$ cat src/rtl/data_mem_pkg.sv
// Shared definitions for the handshaked data memory: FSM state encoding,
// width helpers and the preload constants used when DATA_MEM_PRELOAD_EN is defined.
package data_mem_pkg;

    typedef enum logic [1:0] {
        ST_IDLE = 2'd0,
        ST_WAIT = 2'd1,
        ST_RESP = 2'd2
    } state_t;

    // Widths for the default 32-bit, 32-word configuration
    localparam int BE_W  = 32 / 8;
    localparam int OFS_W = $clog2(BE_W);
    localparam int IDX_W = $clog2(32);

    // Preload pattern: word i holds PRELOAD_STEP*(i+1) for i < PRELOAD_N
    localparam int PRELOAD_N    = 10;
    localparam int PRELOAD_STEP = 10;

    // Number of byte lanes in a data word
    function automatic int be_w(input int data_w);
        return data_w / 8;
    endfunction

    // Number of byte-offset bits below the word index
    function automatic int ofs_w(input int data_w);
        return $clog2(data_w / 8);
    endfunction

    // Word index width, never narrower than one bit
    function automatic int idx_w(input int depth);
        return (depth <= 2) ? 1 : $clog2(depth);
    endfunction

    // Wait counter width; the counter only holds 0..wait_cycles-1
    function automatic int cnt_w(input int wait_cycles);
        return (wait_cycles <= 2) ? 1 : $clog2(wait_cycles);
    endfunction

endpackage

$ cat src/rtl/data_mem_array.sv
// Word storage with per-byte write enables and a registered read port.
// With DATA_MEM_PRELOAD_EN defined the array starts with the preload pattern,
// otherwise its contents are undefined until written. rst only clears the read register.
module data_mem_array
    import data_mem_pkg::*;
#(
    parameter int DATA_W = 32,
    parameter int DEPTH  = 32
) (
    input  logic                        clk,
    input  logic                        rst,
    input  logic                        wr_en,
    input  logic                        rd_en,
    input  logic                        clr,
    input  logic [idx_w(DEPTH)-1:0]     idx,
    input  logic [DATA_W-1:0]           wdata,
    input  logic [be_w(DATA_W)-1:0]     be,
    output logic [DATA_W-1:0]           rdata
);

    localparam int LANES = be_w(DATA_W);

    logic [DATA_W-1:0] mem [DEPTH];
    logic [DATA_W-1:0] rdata_q;
    logic [DATA_W-1:0] rdata_d;

`ifdef DATA_MEM_PRELOAD_EN
    // Load the known pattern so software can read meaningful data without a prior write
    initial begin
        for (int i = 0; i < DEPTH; i++) begin
            mem[i] = (i < PRELOAD_N) ? DATA_W'(PRELOAD_STEP * (i + 1)) : '0;
        end
    end
`endif

    // Single write port: only lanes with their byte enable set are updated
    always_ff @(posedge clk) begin
        if (wr_en) begin
            for (int i = 0; i < LANES; i++) begin
                if (be[i]) begin
                    mem[idx][i*8 +: 8] <= wdata[i*8 +: 8];
                end
            end
        end
    end

    // Read data is captured on a read commit and forced to zero for writes and errors
    always_comb begin
        rdata_d = rdata_q;
        if (rd_en) begin
            rdata_d = mem[idx];
        end else if (clr) begin
            rdata_d = '0;
        end
    end

    // Registered read port, cleared by reset
    always_ff @(posedge clk) begin
        if (rst) begin
            rdata_q <= '0;
        end else begin
            rdata_q <= rdata_d;
        end
    end

    assign rdata = rdata_q;

endmodule

$ cat src/rtl/data_mem_hs.sv
// Handshaked data memory: single outstanding request, WAIT_CYCLES extra wait
// states, byte-lane writes and error reporting for misaligned / out-of-range
// accesses. Optional preload of the storage is selected with DATA_MEM_PRELOAD_EN.
module data_mem_hs
    import data_mem_pkg::*;
#(
    parameter int DATA_W      = 32,
    parameter int ADDR_W      = 32,
    parameter int DEPTH       = 32,
    parameter int WAIT_CYCLES = 1
) (
    input  logic                      clk,
    input  logic                      rst,
    input  logic                      req_valid,
    output logic                      req_ready,
    input  logic                      req_we,
    input  logic [ADDR_W-1:0]         req_addr,
    input  logic [DATA_W-1:0]         req_wdata,
    input  logic [be_w(DATA_W)-1:0]   req_be,
    output logic                      rsp_valid,
    input  logic                      rsp_ready,
    output logic [DATA_W-1:0]         rsp_rdata,
    output logic                      rsp_err
);

    localparam int LANES    = be_w(DATA_W);
    localparam int OFS_BITS = ofs_w(DATA_W);
    localparam int IDX_BITS = idx_w(DEPTH);
    localparam int CNT_W    = cnt_w(WAIT_CYCLES);
    localparam logic [CNT_W-1:0] CNT_LOAD = (WAIT_CYCLES > 0) ? CNT_W'(WAIT_CYCLES - 1) : '0;

    state_t              state_q, state_d;
    logic [CNT_W-1:0]    cnt_q, cnt_d;
    logic                we_q, we_d;
    logic [IDX_BITS-1:0] idx_q, idx_d;
    logic [DATA_W-1:0]   wdata_q, wdata_d;
    logic [LANES-1:0]    be_q, be_d;
    logic                err_q, err_d;
    logic                rsp_err_q, rsp_err_d;
    logic                commit;

    logic [ADDR_W-1:0]   word_addr;
    logic [IDX_BITS-1:0] req_idx;
    logic                req_err;

    logic                c_we;
    logic [IDX_BITS-1:0] c_idx;
    logic [DATA_W-1:0]   c_wdata;
    logic [LANES-1:0]    c_be;
    logic                c_err;

    // Decode the incoming byte address into a word index and an error flag
    always_comb begin
        word_addr = req_addr >> OFS_BITS;
        req_idx   = word_addr[IDX_BITS-1:0];
        req_err   = ((req_addr & ADDR_W'(LANES - 1)) != '0) ||
                    (word_addr >= ADDR_W'(DEPTH));
    end

    // With zero wait states the commit happens on the acceptance edge, so use the live request
    always_comb begin
        if (state_q == ST_IDLE) begin
            c_we    = req_we;
            c_idx   = req_idx;
            c_wdata = req_wdata;
            c_be    = req_be;
            c_err   = req_err;
        end else begin
            c_we    = we_q;
            c_idx   = idx_q;
            c_wdata = wdata_q;
            c_be    = be_q;
            c_err   = err_q;
        end
    end

    // Request FSM: accept in IDLE, count down wait states, hold the response until taken
    always_comb begin
        state_d   = state_q;
        cnt_d     = cnt_q;
        we_d      = we_q;
        idx_d     = idx_q;
        wdata_d   = wdata_q;
        be_d      = be_q;
        err_d     = err_q;
        rsp_err_d = rsp_err_q;
        commit    = 1'b0;
        case (state_q)
            ST_IDLE: begin
                if (req_valid) begin
                    we_d    = req_we;
                    idx_d   = req_idx;
                    wdata_d = req_wdata;
                    be_d    = req_be;
                    err_d   = req_err;
                    if (WAIT_CYCLES == 0) begin
                        state_d = ST_RESP;
                        commit  = 1'b1;
                    end else begin
                        state_d = ST_WAIT;
                        cnt_d   = CNT_LOAD;
                    end
                end
            end
            ST_WAIT: begin
                if (cnt_q == '0) begin
                    state_d = ST_RESP;
                    commit  = 1'b1;
                end else begin
                    cnt_d = cnt_q - 1'b1;
                end
            end
            ST_RESP: begin
                if (rsp_ready) begin
                    state_d = ST_IDLE;
                end
            end
            default: begin
                state_d = ST_IDLE;
            end
        endcase
        if (commit) begin
            rsp_err_d = c_err;
        end
    end

    // State registers; reset aborts any request in flight
    always_ff @(posedge clk) begin
        if (rst) begin
            state_q   <= ST_IDLE;
            cnt_q     <= '0;
            we_q      <= 1'b0;
            idx_q     <= '0;
            wdata_q   <= '0;
            be_q      <= '0;
            err_q     <= 1'b0;
            rsp_err_q <= 1'b0;
        end else begin
            state_q   <= state_d;
            cnt_q     <= cnt_d;
            we_q      <= we_d;
            idx_q     <= idx_d;
            wdata_q   <= wdata_d;
            be_q      <= be_d;
            err_q     <= err_d;
            rsp_err_q <= rsp_err_d;
        end
    end

    // Storage commits are suppressed on errors and whenever reset is asserted
    data_mem_array #(
        .DATA_W (DATA_W),
        .DEPTH  (DEPTH)
    ) u_array (
        .clk   (clk),
        .rst   (rst),
        .wr_en (commit && c_we && !c_err && !rst),
        .rd_en (commit && !c_we && !c_err && !rst),
        .clr   (commit && (c_we || c_err)),
        .idx   (c_idx),
        .wdata (c_wdata),
        .be    (c_be),
        .rdata (rsp_rdata)
    );

    assign req_ready = (state_q == ST_IDLE);
    assign rsp_valid = (state_q == ST_RESP);
    assign rsp_err   = rsp_err_q;

endmodule

$ cat config.mk
export PLATFORM = sky130hd
export DESIGN_NAME = data_mem_hs
export DESIGN_NICKNAME = d
export VERILOG_FILES = /design/src/rtl/data_mem_pkg.sv /design/src/rtl/data_mem_array.sv /design/src/rtl/data_mem_hs.sv
export SDC_FILE = /design/constraint.sdc
export NUM_CORES = 1
export LEC_CHECK = 0
export BUFFER_PORTS_ARGS = -buffer_cell sky130_fd_sc_hd__buf_2
export CORE_AREA = 5 5 428 430
export CTS_CLUSTER_SIZE = 20
export DETAILED_ROUTE_END_ITERATION = 8
export DIE_AREA = 0 0 433 435
export PLACE_DENSITY = 0.4
export SLEW_MARGIN = 30
export SYNTH_ARGS = -nofsm -noshare
export SYNTH_HDL_FRONTEND = slang
export SYNTH_HIERARCHICAL = 1
export SYNTH_SLANG_ARGS = --single-unit
$ cat constraint.sdc
create_clock -name clk -period 4 [get_ports clk]
set_input_delay 0.8 -clock clk [delete_from_list [all_inputs] [get_ports clk]]
set_output_delay 0.8 -clock clk [all_outputs]
set_load 0.01 [all_outputs]
# Word-level counts from Yosys, hierarchy flattened
# Memory sizes are Yosys's and may differ from the RTL's.
# Index checks and enable logic that the tools add are counted.
# W data, S select, Z words.
[totals]
ff_bits = 79
mem_bits_rw = 1024
input_bits = 73
n_memories = 1
[op_classes]
addsub = 1
magnitude_cmp = 1
n_eq_ne = 5
mux = 28
reduce_logical = 19
[memory_table]
columns = ["name", "depth", "word_bits", "read_ports", "rd_ports_with_merged_regs", "write_ports", "line", "source"]
rows = [
  ["u_array.mem", 32, 32, 1, 0, 1, "data_mem_array.sv:23", "logic [DATA_W-1:0] mem [DEPTH];"],
]
[ops]
columns = ["operator", "n"]
rows = [
  ["$mux W32", 3],
  ["$reduce_bool A32 Y1", 1],
  ["$ge A30 B6 Y1 const B", 1],
  ["$mux W1", 18],
  ["$logic_and A1 B1 Y1", 7],
  ["$mux W2", 3],
  ["$pmux W2 S3", 1],
  ["$mux W5", 1],
  ["$mux W4", 1],
  ["$ne A2 B2 Y1 const B", 2],
  ["$reduce_and A2 Y1", 2],
  ["$reduce_bool A2 Y1", 2],
  ["$logic_not A1 Y1", 3],
  ["$reduce_and A3 Y1", 1],
  ["$eq A2 B1 Y1 const B", 1],
  ["$eq A2 B2 Y1 const B", 1],
  ["$logic_not A2 Y1", 1],
  ["$logic_or A1 B1 Y1", 2],
  ["$ne A2 B1 Y1 const B", 1],
  ["$pmux W1 S2", 1],
  ["$sub A1 B1 Y1 const B", 1],
]

# Logic depth before layout (Yosys ltp)
# Gate-level depths: netlist of run 1.
[depth]
word_depth = 8
mapped_depth = 12
depth_no_buf = 6

# By module
# The synthesis of run 1 kept the hierarchy.
[by_module_without_submodules]
columns = ["mod", "n_inst", "cells_per_inst", "area_per_inst_um2"]
rows = [
  ["data_mem_array", 1, 2002, 40416.3],
  ["data_mem_hs", 1, 209, 2273.4],
]

# Least setup slack after synthesis of run 1
# Ideal clock, no wire load.
[synth_timing]
path_type = "flip-flop to flip-flop"
from = "register state_q[0]"
to = "memory u_array.mem[20][0] (enable)"
arrival_time_ns = 2.598
path_slack_ns = 1.032
path_stages_with_launch = 11
path_cell_list = "dfxtp_1 > nor2_2 > buf_6 > mux2_2 > buf_2 > buf_4 > buf_6 > clkbuf_1 > nor2_1 > nand3_1 > nor2_1"
[synth_between]
elab_cells_between_ends = 14
cone_classes = "eq/ne (1); mux (8); reduce/logical (5)"
[synth_lines]
columns = ["element", "line", "source"]
rows = [
  ["start, declared", "data_mem_hs.sv:32", "state_t state_q, state_d;"],
  ["start signal, assigned", "data_mem_hs.sv:139", "state_q <= state_d;"],
  ["$logic_not A2 Y1", "data_mem_hs.sv:62", "if (state_q == ST_IDLE) begin"],
  ["$mux W5", "data_mem_hs.sv:62", ""],
  ["net c_idx[1]", "data_mem_hs.sv:47", "logic [IDX_BITS-1:0] c_idx;"],
  ["end, declared", "data_mem_array.sv:23", ""],
]
# The timed path passes the listed nets, and every way through them passes these cells.

# Final worst setup path of run 1
[layout_timing]
from = "register state_q[0]"
to = "register u_array.rdata_q[21], in the netlist u_array/rdata[21]"
[layout_between]
elab_cells_between_ends = 16
cone_classes = "eq/ne (1); mux (5); reduce/logical (9); memory (1)"
[layout_lines]
columns = ["element", "line", "source"]
rows = [
  ["$logic_not A2 Y1", "data_mem_hs.sv:62", ""],
  ["$mux W5", "data_mem_hs.sv:62", ""],
  ["net c_idx[1]", "data_mem_hs.sv:47", ""],
  ["$mem_v2 Z32 W32", "--", ""],
  ["$mux W32", "data_mem_array.sv:50", "if (rd_en) begin"],
  ["end signal, assigned", "data_mem_array.sv:62", "rdata_q <= rdata_d;"],
  ["end, declared", "data_mem_array.sv:24", "logic [DATA_W-1:0] rdata_q;"],
]
# The timed path passes the listed nets, and every way through them passes these cells.
# A chain may end at the register's enable or synchronous reset.

==> results of run 1 <==
## per-layer routing
metal / wire length [um] / vias up / GRT usage / part of all wire
met5: 0 / - / 0 / 0
met4: 2870 / 0 / 0.0381 / 0.025
met3: 4750 / 143 / 0.0170 / 0.041
met2: 59200 / 468 / 0.210 / 0.51
met1: 50300 / 11500 / 0.159 / 0.43
li1: - / 9555 / - / -
## how the worst min path moves through the flow
stage            startpoint     endpoint  slack (ps)  cells past startpoint
2_1_floorplan       be_q[0]      be_q[0]         460                      2
3_3_place_gp    wdata_q[29]  wdata_q[29]         470                      2
3_5_place_dp    wdata_q[13]  wdata_q[13]         480                      2
4_1_cts           req_be[3]      be_q[3]         270                      3
5_1_grt        req_wdata[0]   wdata_q[0]         320                      3
6_report       req_wdata[0]   wdata_q[0]         340                      3
## Yosys cell counts, types with 2 or more instances
cell type / count / area (um^2)
a21oi_1: 33 / 165
a22o_1: 32 / 280
a22oi_1: 61 / 458
a311oi_1: 2 / 17.5
a31oi_1: 30 / 188
and2_1: 2 / 12.5
and3b_1: 2 / 17.5
buf_1: 3 / 11.3
buf_12: 4 / 80.1
buf_2: 34 / 170
buf_4: 17 / 128
buf_6: 13 / 146
clkbuf_1: 68 / 255
dfxtp_1: 78 / 1560
edfxtp_1: 1024 / 30700
inv_1: 2 / 7.51
mux2_2: 41 / 462
mux2i_1: 179 / 1790
mux4_2: 188 / 4230
nand2_1: 2 / 7.51
nand2b_1: 2 / 12.5
nand3_1: 13 / 65.1
nand3b_1: 2 / 15.0
nand4_1: 7 / 43.8
nand4b_1: 2 / 17.5
nand4bb_1: 3 / 33.8
nor2_1: 210 / 788
nor3_1: 6 / 30.0
nor3b_2: 2 / 25.0
nor4_1: 37 / 231
o21ai_0: 30 / 150
o21ai_1: 2 / 10.0
o22ai_1: 34 / 213
or2_2: 31 / 194
## logic make-up (layout without fill, tap and decap cells)
logic type | Yosys count | after routing
AO/OA/AOI/OAI | 228 | 228
buffers and inverters | 142 | 520
flip-flops | 1102 | 1102
multiplexers | 408 | 408
other | 0 | 1
AND/OR/NAND/NOR | 331 | 331
## power groups by stage
stage          sequential (mW)  combinational [mW]  clock [mW]
2_1_floorplan             13.1                1.29           0
3_3_place_gp              13.1                2.10           0
3_5_place_dp              13.1                2.13           0
4_1_cts                   12.9                2.13        11.2
5_1_grt                   12.9                2.22        11.7
6_report                  12.9                2.06        10.9
## state kept, by name, summed over array words and instances, names as in the netlist
signal / cells
be_q: 4
we_q: 1
idx_q: 5
wdata_q: 32
rsp_err: 1
u_array/rdata: 32
u_array/mem: 1024
err_q: 1
state_q: 2
## worst min-delay path: stages
cell and delay [ps]:
buf_2 90, mux2i_1 60, nor2_1 70
## layout make-up
class	count	area (um^2)
Fill cell	17600	128000
Sequential cell	1102	32300
Timing Repair Buffer	303	2110
Clock buffer	140	3010
Inverter	3	11.3
Clock inverter	74	858
Multi-Input combinational cell	967	9660
Antenna cell	1	2.50
Tap cell	2370	2970
## metrics by stage
| step | setup slack, ps | instances | util | hold WS (ps) |
|---|---|---|---|---|
| final | 334 | 4960 | 0.284 | 341 |
| after global routing | 155 | 4959 | 0.284 | 323 |
| after CTS | 252 | 4959 | 0.284 | 272 |
| after detailed placement | 245 | 4745 | 0.262 | 480 |
| after global placement | 267 | 4745 | 0.262 | 469 |
| after floorplan | 1030 | 2211 | - | 456 |
==> results.json, run 1 <==
{
  "first_iter_violations": 1606,
  "synth_edf_count": 1024,
  "cts.sinks": 1102,
  "synthMuxAreaShare": 0.152,
  "ff2ff_setup_slack_ps": 330,
  "post_cts_buffers": 0,
  "share_comb_of_total_power": 0.080,
  "grt_pass1_wl_um": 167000,
  "gr-total-overflow": 0,
  "design_area_mm2": 0.0509,
  "tns_ps": 0,
  "path_buf_inv": 3,
  "synth_area_mm2": 0.0427,
  "syn_inst": 2211,
  "port_buffers": 107,
  "dieArea_mm2": 0.188,
  "grt_pass1_vias": 23000,
  "p_leak_nw": 16.3,
  "root_buffer": "clkbuf_16",
  "crit_slowest_cell": "nor4_1",
  "chipHeight_um": 435,
  "grt_start_max_net_pins": 65,
  "status": "completed",
  "routed_wl_um": 117000,
  "vias_per_cell": 4.37,
  "synthAdderAreaFrac": 0,
  "h-tree-depth": 3,
  "ioPinCount": 108,
  "synth_top_family_by_area": "multiplexers",
  "mostFrequentLayoutCells": "edfxtp_1 (1024), nor2_1 (209), buf_4 (189)",
  "dpl.hpwl_um": 74900,
  "synthArstFlopShare": 0,
  "crit_start": "state_q[0]",
  "die_x_um": 433,
  "core_area_mm2": 0.179,
  "synthToLayoutAreaGrowth_pct": 19.3,
  "setup_violations": 0,
  "critPathMostFrequentCell": "buf_4",
  "slew_headroom": 0.379,
  "antenna_found_initial": 1,
  "drive_above_1_share": 0.291,
  "layout_commonest_cell": "edfxtp_1",
  "syn_nets": 2284,
  "drtPass1Iterations": 5,
  "critPathTopFamily": "simple AND/OR/NAND/NOR gates",
  "cp.required_ps": 4590,
  "start_kind": "register",
  "nets": 2563,
  "cts-resized-gates": 0,
  "finalPower_mw": 25.8,
  "cap_viol_max_count": 0,
  "routedWlPerCell_um": 23.6,
  "ys_types": 49,
  "grt_use_total": 0.122,
  "internal-power_mw": 19.9,
  "rsz0062_at_grt": "no",
  "placed_cell_area_mm2": 0.0471,
  "synth_flop_cell": "edfxtp_1",
  "skew_ps": 25.2,
  "clock_power_share": 0.423,
  "vias": 21700,
  "synth-seq-cells": 1102,
  "min_path_type": "input port to register",
  "synth.avg_cell_area_um2": 19.3,
  "crit_cells": 9,
  "globalplace.congestion": 0.760,
  "start_util": 0.238,
  "tritoncts": "yes",
  "cts_made_buffers": 113,
  "path_clk_slew_ps": 60,
  "yosysSeqAreaShare": 0.757,
  "p_per_area_mw_per_mm2": 507,
  "synth_xor_area_frac": 0,
  "tightestPinTransition_ps": 931,
  "seqPwrFrac": 0.498,
  "critPathCaptureType": "register",
  "cp_max_fo": 62,
  "critPathKind": "register to register",
  "rows": 156,
  "cp_cell_sequence": "nor2_4 > buf_4 > mux2_8 > buf_12 > mux4_2 > a22o_1 > nor4_1 > buf_4 > a31oi_1",
  "clk_latency_ps": 730,
  "synthSimpleGateAreaFrac": 0.0368,
  "cpPeakStageDelay_ps": 620,
  "p_sw_frac": 0.230,
  "fin_crit_sh": 0.916,
  "arrival_ps": 4250,
  "ant_nets": 0,
  "worstSetupEndpoint": "u_array/rdata[21]",
  "reg2reg_depth": 9,
  "fmax_mhz": 273,
  "ir_drop_mv": 0.350,
  "r2r_start": "state_q[0]",
  "hold_violations": 0,
  "reg2reg_to": "u_array/rdata[21]",
  "final_max_slew_viol_count": 0,
  "drc_errors": 0,
  "hold_buffers": 0,
  "clk_path_buf_depth": 3,
  "fin_crit_ps": 3670,
  "synth_compound_area_frac": 0.0356,
  "p_sw_mw": 5.95,
  "yosysWarnings": 6
}
Power figures use the tool's default switching activity.
==> run 2: changes to the inputs <==
Settings changed: CELL_PAD_IN_SITES_DETAIL_PLACEMENT set to 1, CELL_PAD_IN_SITES_GLOBAL_PLACEMENT set to 2, PLACE_DENSITY 0.4 to 0.47.
==> run 2 against run 1 <==
  * Clock skew up 12 ps
  * Sequential power about the same
  * Maximum frequency up 2.0%
  * Final cell count up 0.54%
  * Critical path type unchanged
  * Largest cell class unchanged
==> results.json, run 2 (synthesized netlist as in run 1, its figures left out) <==
{
  "route.met3.wl_um": 4150,
  "cts_made_buffers": 119,
  "slew_headroom": 0.406,
  "layout_commonest_cell": "edfxtp_1",
  "mostFrequentLayoutCells": "edfxtp_1 (1024), nor2_1 (209), buf_4 (200)",
  "min-delay-start": "req_wdata[30]",
  "globalplace.congestion": 0.725,
  "p_per_area_mw_per_mm2": 511,
  "grt_pass1_vias": 24000,
  "synthToLayoutAreaGrowth_pct": 19.9,
  "vias": 21900,
  "rsz0062_at_grt": "no",
  "drc_errors": 0,
  "ir_drop_mv": 0.334,
  "chipHeight_um": 435,
  "dieArea_mm2": 0.188,
  "status": "completed",
  "start_kind": "register",
  "top_register": "u_array/mem",
  "routed_wl_um": 125000,
  "rows": 156,
  "cp.required_ps": 4600,
  "utilization": 0.285,
  "skew_ps": 37.0,
  "fin_crit_sh": 0.898,
  "post_cts_buffers": 0,
  "worstHoldPathCells": 3,
  "h-tree-depth": 3,
  "share_comb_of_total_power": 0.079,
  "tightestPinTransition_ps": 882,
  "min_path_type": "input port to register",
  "largest_reg_flops": 1024,
  "dpl.hpwl_um": 80500,
  "critPathKind": "register to register",
  "ant_nets": 0,
  "gr-total-overflow": 0,
  "grt_start_max_net_pins": 55,
  "arrival_ps": 4200,
  "placed_cells": 4758,
  "wl_met2_um": 65000,
  "ff2ff_setup_slack_ps": 410,
  "first_iter_violations": 1377,
  "cts-resized-gates": 0,
  "seqPwrFrac": 0.491,
  "r2r_start": "state_q[0]",
  "drive_above_1_share": 0.295,
  "clk_latency_ps": 750,
  "hold_buffers": 0,
  "ioPinCount": 108,
  "nets": 2582,
  "clock_power_share": 0.429,
  "port_buffers": 107,
  "finalNonFillerCells": 4987,
  "internal-power_mw": 20.2,
  "fillers": 18300,
  "wl_met1_um": 52700,
  "cts.sinks": 1102,
  "tritoncts": "yes",
  "critPathCaptureType": "register",
  "core_area_mm2": 0.179,
  "min_to": "wdata_q[30]",
  "root_buffer": "clkbuf_16",
  "fmax_mhz": 278,
  "antenna_found_initial": 9,
  "setup_violations": 0,
  "start_util": 0.238,
  "highest_layer": "met4",
  "reg2reg_to": "u_array/rdata[30]",
  "die_x_um": 433,
  "p_leak_nw": 16.4,
  "cap_viol_max_count": 0,
  "path_clk_slew_ps": 60,
  "routedWlPerCell_um": 25.1,
  "clk_path_buf_depth": 3,
  "fin_crit_ps": 3590,
  "drtPass1Iterations": 4,
  "grt_use_total": 0.132,
  "final_max_slew_viol_count": 0,
  "cp_max_fo": 22,
  "reg2reg_depth": 9,
  "grt_pass1_wl_um": 178000,
  "tns_ps": 0,
  "p_sw_mw": 5.99,
  "p_sw_frac": 0.229,
  "hold_violations": 0,
  "vias_per_cell": 4.40
}
run 2: power by group through the flow:
stage	Sequential [mW]	Clock [mW]	Combinational, mW
after floorplan	13.1	0	1.29
after detailed placement	13.1	0	2.16
after global placement	13.1	0	2.12
after global routing	12.9	12.1	2.24
after CTS	12.9	11.6	2.16
final	12.9	11.2	2.07
run 2: worst max-delay path, cell delays in order, from the launching register on:
cell and delay (ps):
dfxtp_1 380, nor2_4 240, buf_4 260, mux2_2 560, and3b_1 480, buf_4 310, a22o_1 250, nor4_1 680
buf_4 240, a31oi_1 70
run 2: metal layers:
layer / up-vias / track usage
li1: 9609 / -
met1: 11800 / 0.166
met2: 396 / 0.233
met3: 161 / 0.0172
met4: 0 / 0.0427
met5: - / 0
run 2: layout make-up:
cell class                 instances  area (um^2)  share of cell area
multi-input combinational        967         9660               0.189
clock inverter                    65          681              0.0133
tap                             2370         2970              0.0579
timing repair buffer             316         2230              0.0436
antenna                            4         10.0            0.000196
inverter                           3         11.3            0.000220
sequential                      1102        32300               0.631
clock buffer                     160         3320              0.0648
run 2: how the worst max path moves through the flow:
stage                            from                 end  slack (ps)  cells after the start
after detailed placement  req_addr[2]   u_array/rdata[30]         400                      8
after global placement    req_addr[2]   u_array/rdata[30]         430                      8
after global routing       state_q[0]   u_array/rdata[14]         220                      9
after CTS                  state_q[0]   u_array/rdata[14]         460                      9
final                      state_q[0]   u_array/rdata[30]         410                      9
after floorplan            state_q[0]  u_array/mem[20][0]        1030                     10
run 2: through the flow:
stage / total power, mW / hold slack, ps / worst slack [ps] / area (um^2)
finish: 26.2 / 316 / 406 / 51200
global route: 27.2 / 297 / 223 / 51200
CTS: 26.6 / 250 / 463 / 51200
detailed placement: 15.3 / 481 / 400 / 47200
global placement: 15.2 / 470 / 434 / 47200
floorplan: 14.4 / 456 / 1030 / 42700
==> run 3: changes to the inputs <==
Settings changed: CORE_AREA 5 5 428 430 to 5 5 551 335, DIE_AREA 0 0 433 435 to 0 0 556 340.
==> run 3 against run 2 <==
  * Critical path depth unchanged
  * Maximum frequency up 6.7%
  * Die area up 0.36%
  * Power down 4.3%
  * Non-clock buffer count up 4
  * Via count up 1.8%
  * Largest cell class unchanged
  * Largest power group unchanged
  * Highest routed layer is now met5
==> results.json, run 3 (synthesized netlist as in run 1, its figures left out) <==
{
  "seqPwrFrac": 0.513,
  "internal-power_mw": 19.1,
  "min-delay-start": "req_wdata[21]",
  "rows": 121,
  "vias_per_cell": 4.46,
  "fmax_mhz": 297,
  "cts_made_buffers": 109,
  "clk_path_buf_depth": 3,
  "cts.sinks": 1102,
  "tns_ps": 0,
  "fillers": 18500,
  "drtPass1Iterations": 5,
  "hold_violations": 0,
  "path_clk_slew_ps": 60,
  "fin_crit_ps": 3370,
  "grt_use_total": 0.134,
  "hold_buffers": 0,
  "crit_start": "state_q[0]",
  "die_x_um": 556,
  "drc_errors": 0,
  "vias": 22300,
  "routed_wl_um": 128000,
  "path_buf_inv": 4,
  "critPathTopFamily": "simple AND/OR/NAND/NOR gates",
  "cap_viol_max_count": 0,
  "cts-resized-gates": 0,
  "finalPower_mw": 25.0,
  "synthToLayoutAreaGrowth_pct": 18.9,
  "grt_pass1_vias": 23600,
  "slew_headroom": 0.382,
  "mostFrequentLayoutCells": "edfxtp_1 (1024), nor2_1 (209), buf_4 (200)",
  "top_register": "u_array/mem",
  "h-tree-depth": 3,
  "gr-total-overflow": 0,
  "p_sw_mw": 5.97,
  "drive_above_1_share": 0.294,
  "dieArea_mm2": 0.189,
  "post_cts_buffers": 0,
  "clock_power_share": 0.402,
  "final_max_slew_viol_count": 0,
  "fin_crit_sh": 0.842,
  "layout_commonest_cell": "edfxtp_1",
  "clk_latency_ps": 720,
  "ant_nets": 0,
  "p_per_area_mw_per_mm2": 493,
  "utilization": 0.283,
  "root_buffer": "clkbuf_16",
  "ir_drop_mv": 0.345,
  "r2r_start": "state_q[0]",
  "skew_ps": 21.0,
  "grt_pass1_wl_um": 182000,
  "arrival_ps": 3800,
  "multi_input_area_mm2": 0.00966,
  "p_leak_nw": 16.2,
  "p_sw_frac": 0.238,
  "critPathKind": "register to register",
  "port_buffers": 107,
  "dpl.hpwl_um": 82600,
  "core_area_mm2": 0.180,
  "cp.required_ps": 4430,
  "rsz0062_at_grt": "no",
  "globalplace.congestion": 0.750,
  "register_area_mm2": 0.0323,
  "start_util": 0.238,
  "crit_slowest_cell": "nor2_1",
  "nets": 2576,
  "routedWlPerCell_um": 25.7,
  "setup_violations": 0,
  "first_iter_violations": 1930,
  "critPathCaptureType": "register",
  "antenna_found_initial": 19,
  "cpPeakStageDelay_ps": 560,
  "tightestPinTransition_ps": 923,
  "min_path_type": "input port to register",
  "cp_max_fo": 28,
  "cp_cell_sequence": "nor2_4 > mux2_8 > buf_12 > inv_2 > nor2_1 > nand3_1 > buf_4 > nor2_1 > buf_4",
  "start_kind": "register",
  "grt_start_max_net_pins": 80,
  "status": "completed",
  "tritoncts": "yes",
  "share_comb_of_total_power": 0.085,
  "chipHeight_um": 340,
  "largest_reg_flops": 1024,
  "ioPinCount": 108
}
run 3: cell types whose count changed in the layout (fill, tap and decap cells not counted), sizes merged:
cell,delta
clkbuf,-16
diode,+3
clkinv,+3
inv,+1
bufinv,-8
buf,+4
clkinvlp,+3
run 3: path summary, 6_finish.rpt:
kind,to,slack [ps],depth (start not counted)
max,u_array/mem[9][16],630,9
min,wdata_q[21],340,3
max reg2reg,u_array/mem[9][16],630,9
min reg2reg,wdata_q[2],490,2
run 3: power by group through the flow:
stage	Sequential [mW]	Combinational, mW	Clock (mW)
global placement	13.1	2.15	0
CTS	12.8	2.20	10.4
floorplan	13.1	1.29	0
global route	12.8	2.31	10.9
detailed placement	13.1	2.20	0
finish	12.8	2.14	10.1
run 3: worst min-delay path, delay by kind of cell:
| family | cells | cell delay (ps) |
|---|---|---|
| and+or+nand+nor | 1 | 70 |
| buffers and inverters | 1 | 90 |
| muxes | 1 | 60 |
run 3: routing by layer:
layer / vias up / wire length (um) / global-route usage / share of wire
li1: 9605 / - / - / -
met1: 12000 / 65400 / 0.210 / 0.51
met2: 570 / 53400 / 0.190 / 0.42
met3: 138 / 7200 / 0.0265 / 0.056
met4: 4 / 2430 / 0.0268 / 0.019
met5: - / 27 / 0 / 0.00021
run 3: layout make-up:
cell class	count	area share
antenna	7	0.000345
tap	2398	0.0591
multi-input combinational	967	0.190
clock buffer	144	0.0579
sequential	1102	0.636
clock inverter	64	0.0103
inverter	3	0.000222
timing repair buffer	320	0.0455
run 3: per-stage QoR:
stage | cell area [um^2] | std cells | hold slack (ps) | setup WS [ps]
floorplan | 42700 | 2211 | 456 | 1030
global placement | 47300 | 4790 | 468 | 499
detailed placement | 47300 | 4790 | 483 | 473
CTS | 50800 | 4998 | 278 | 511
global route | 50800 | 4999 | 309 | 382
finish | 50800 | 5005 | 339 | 631
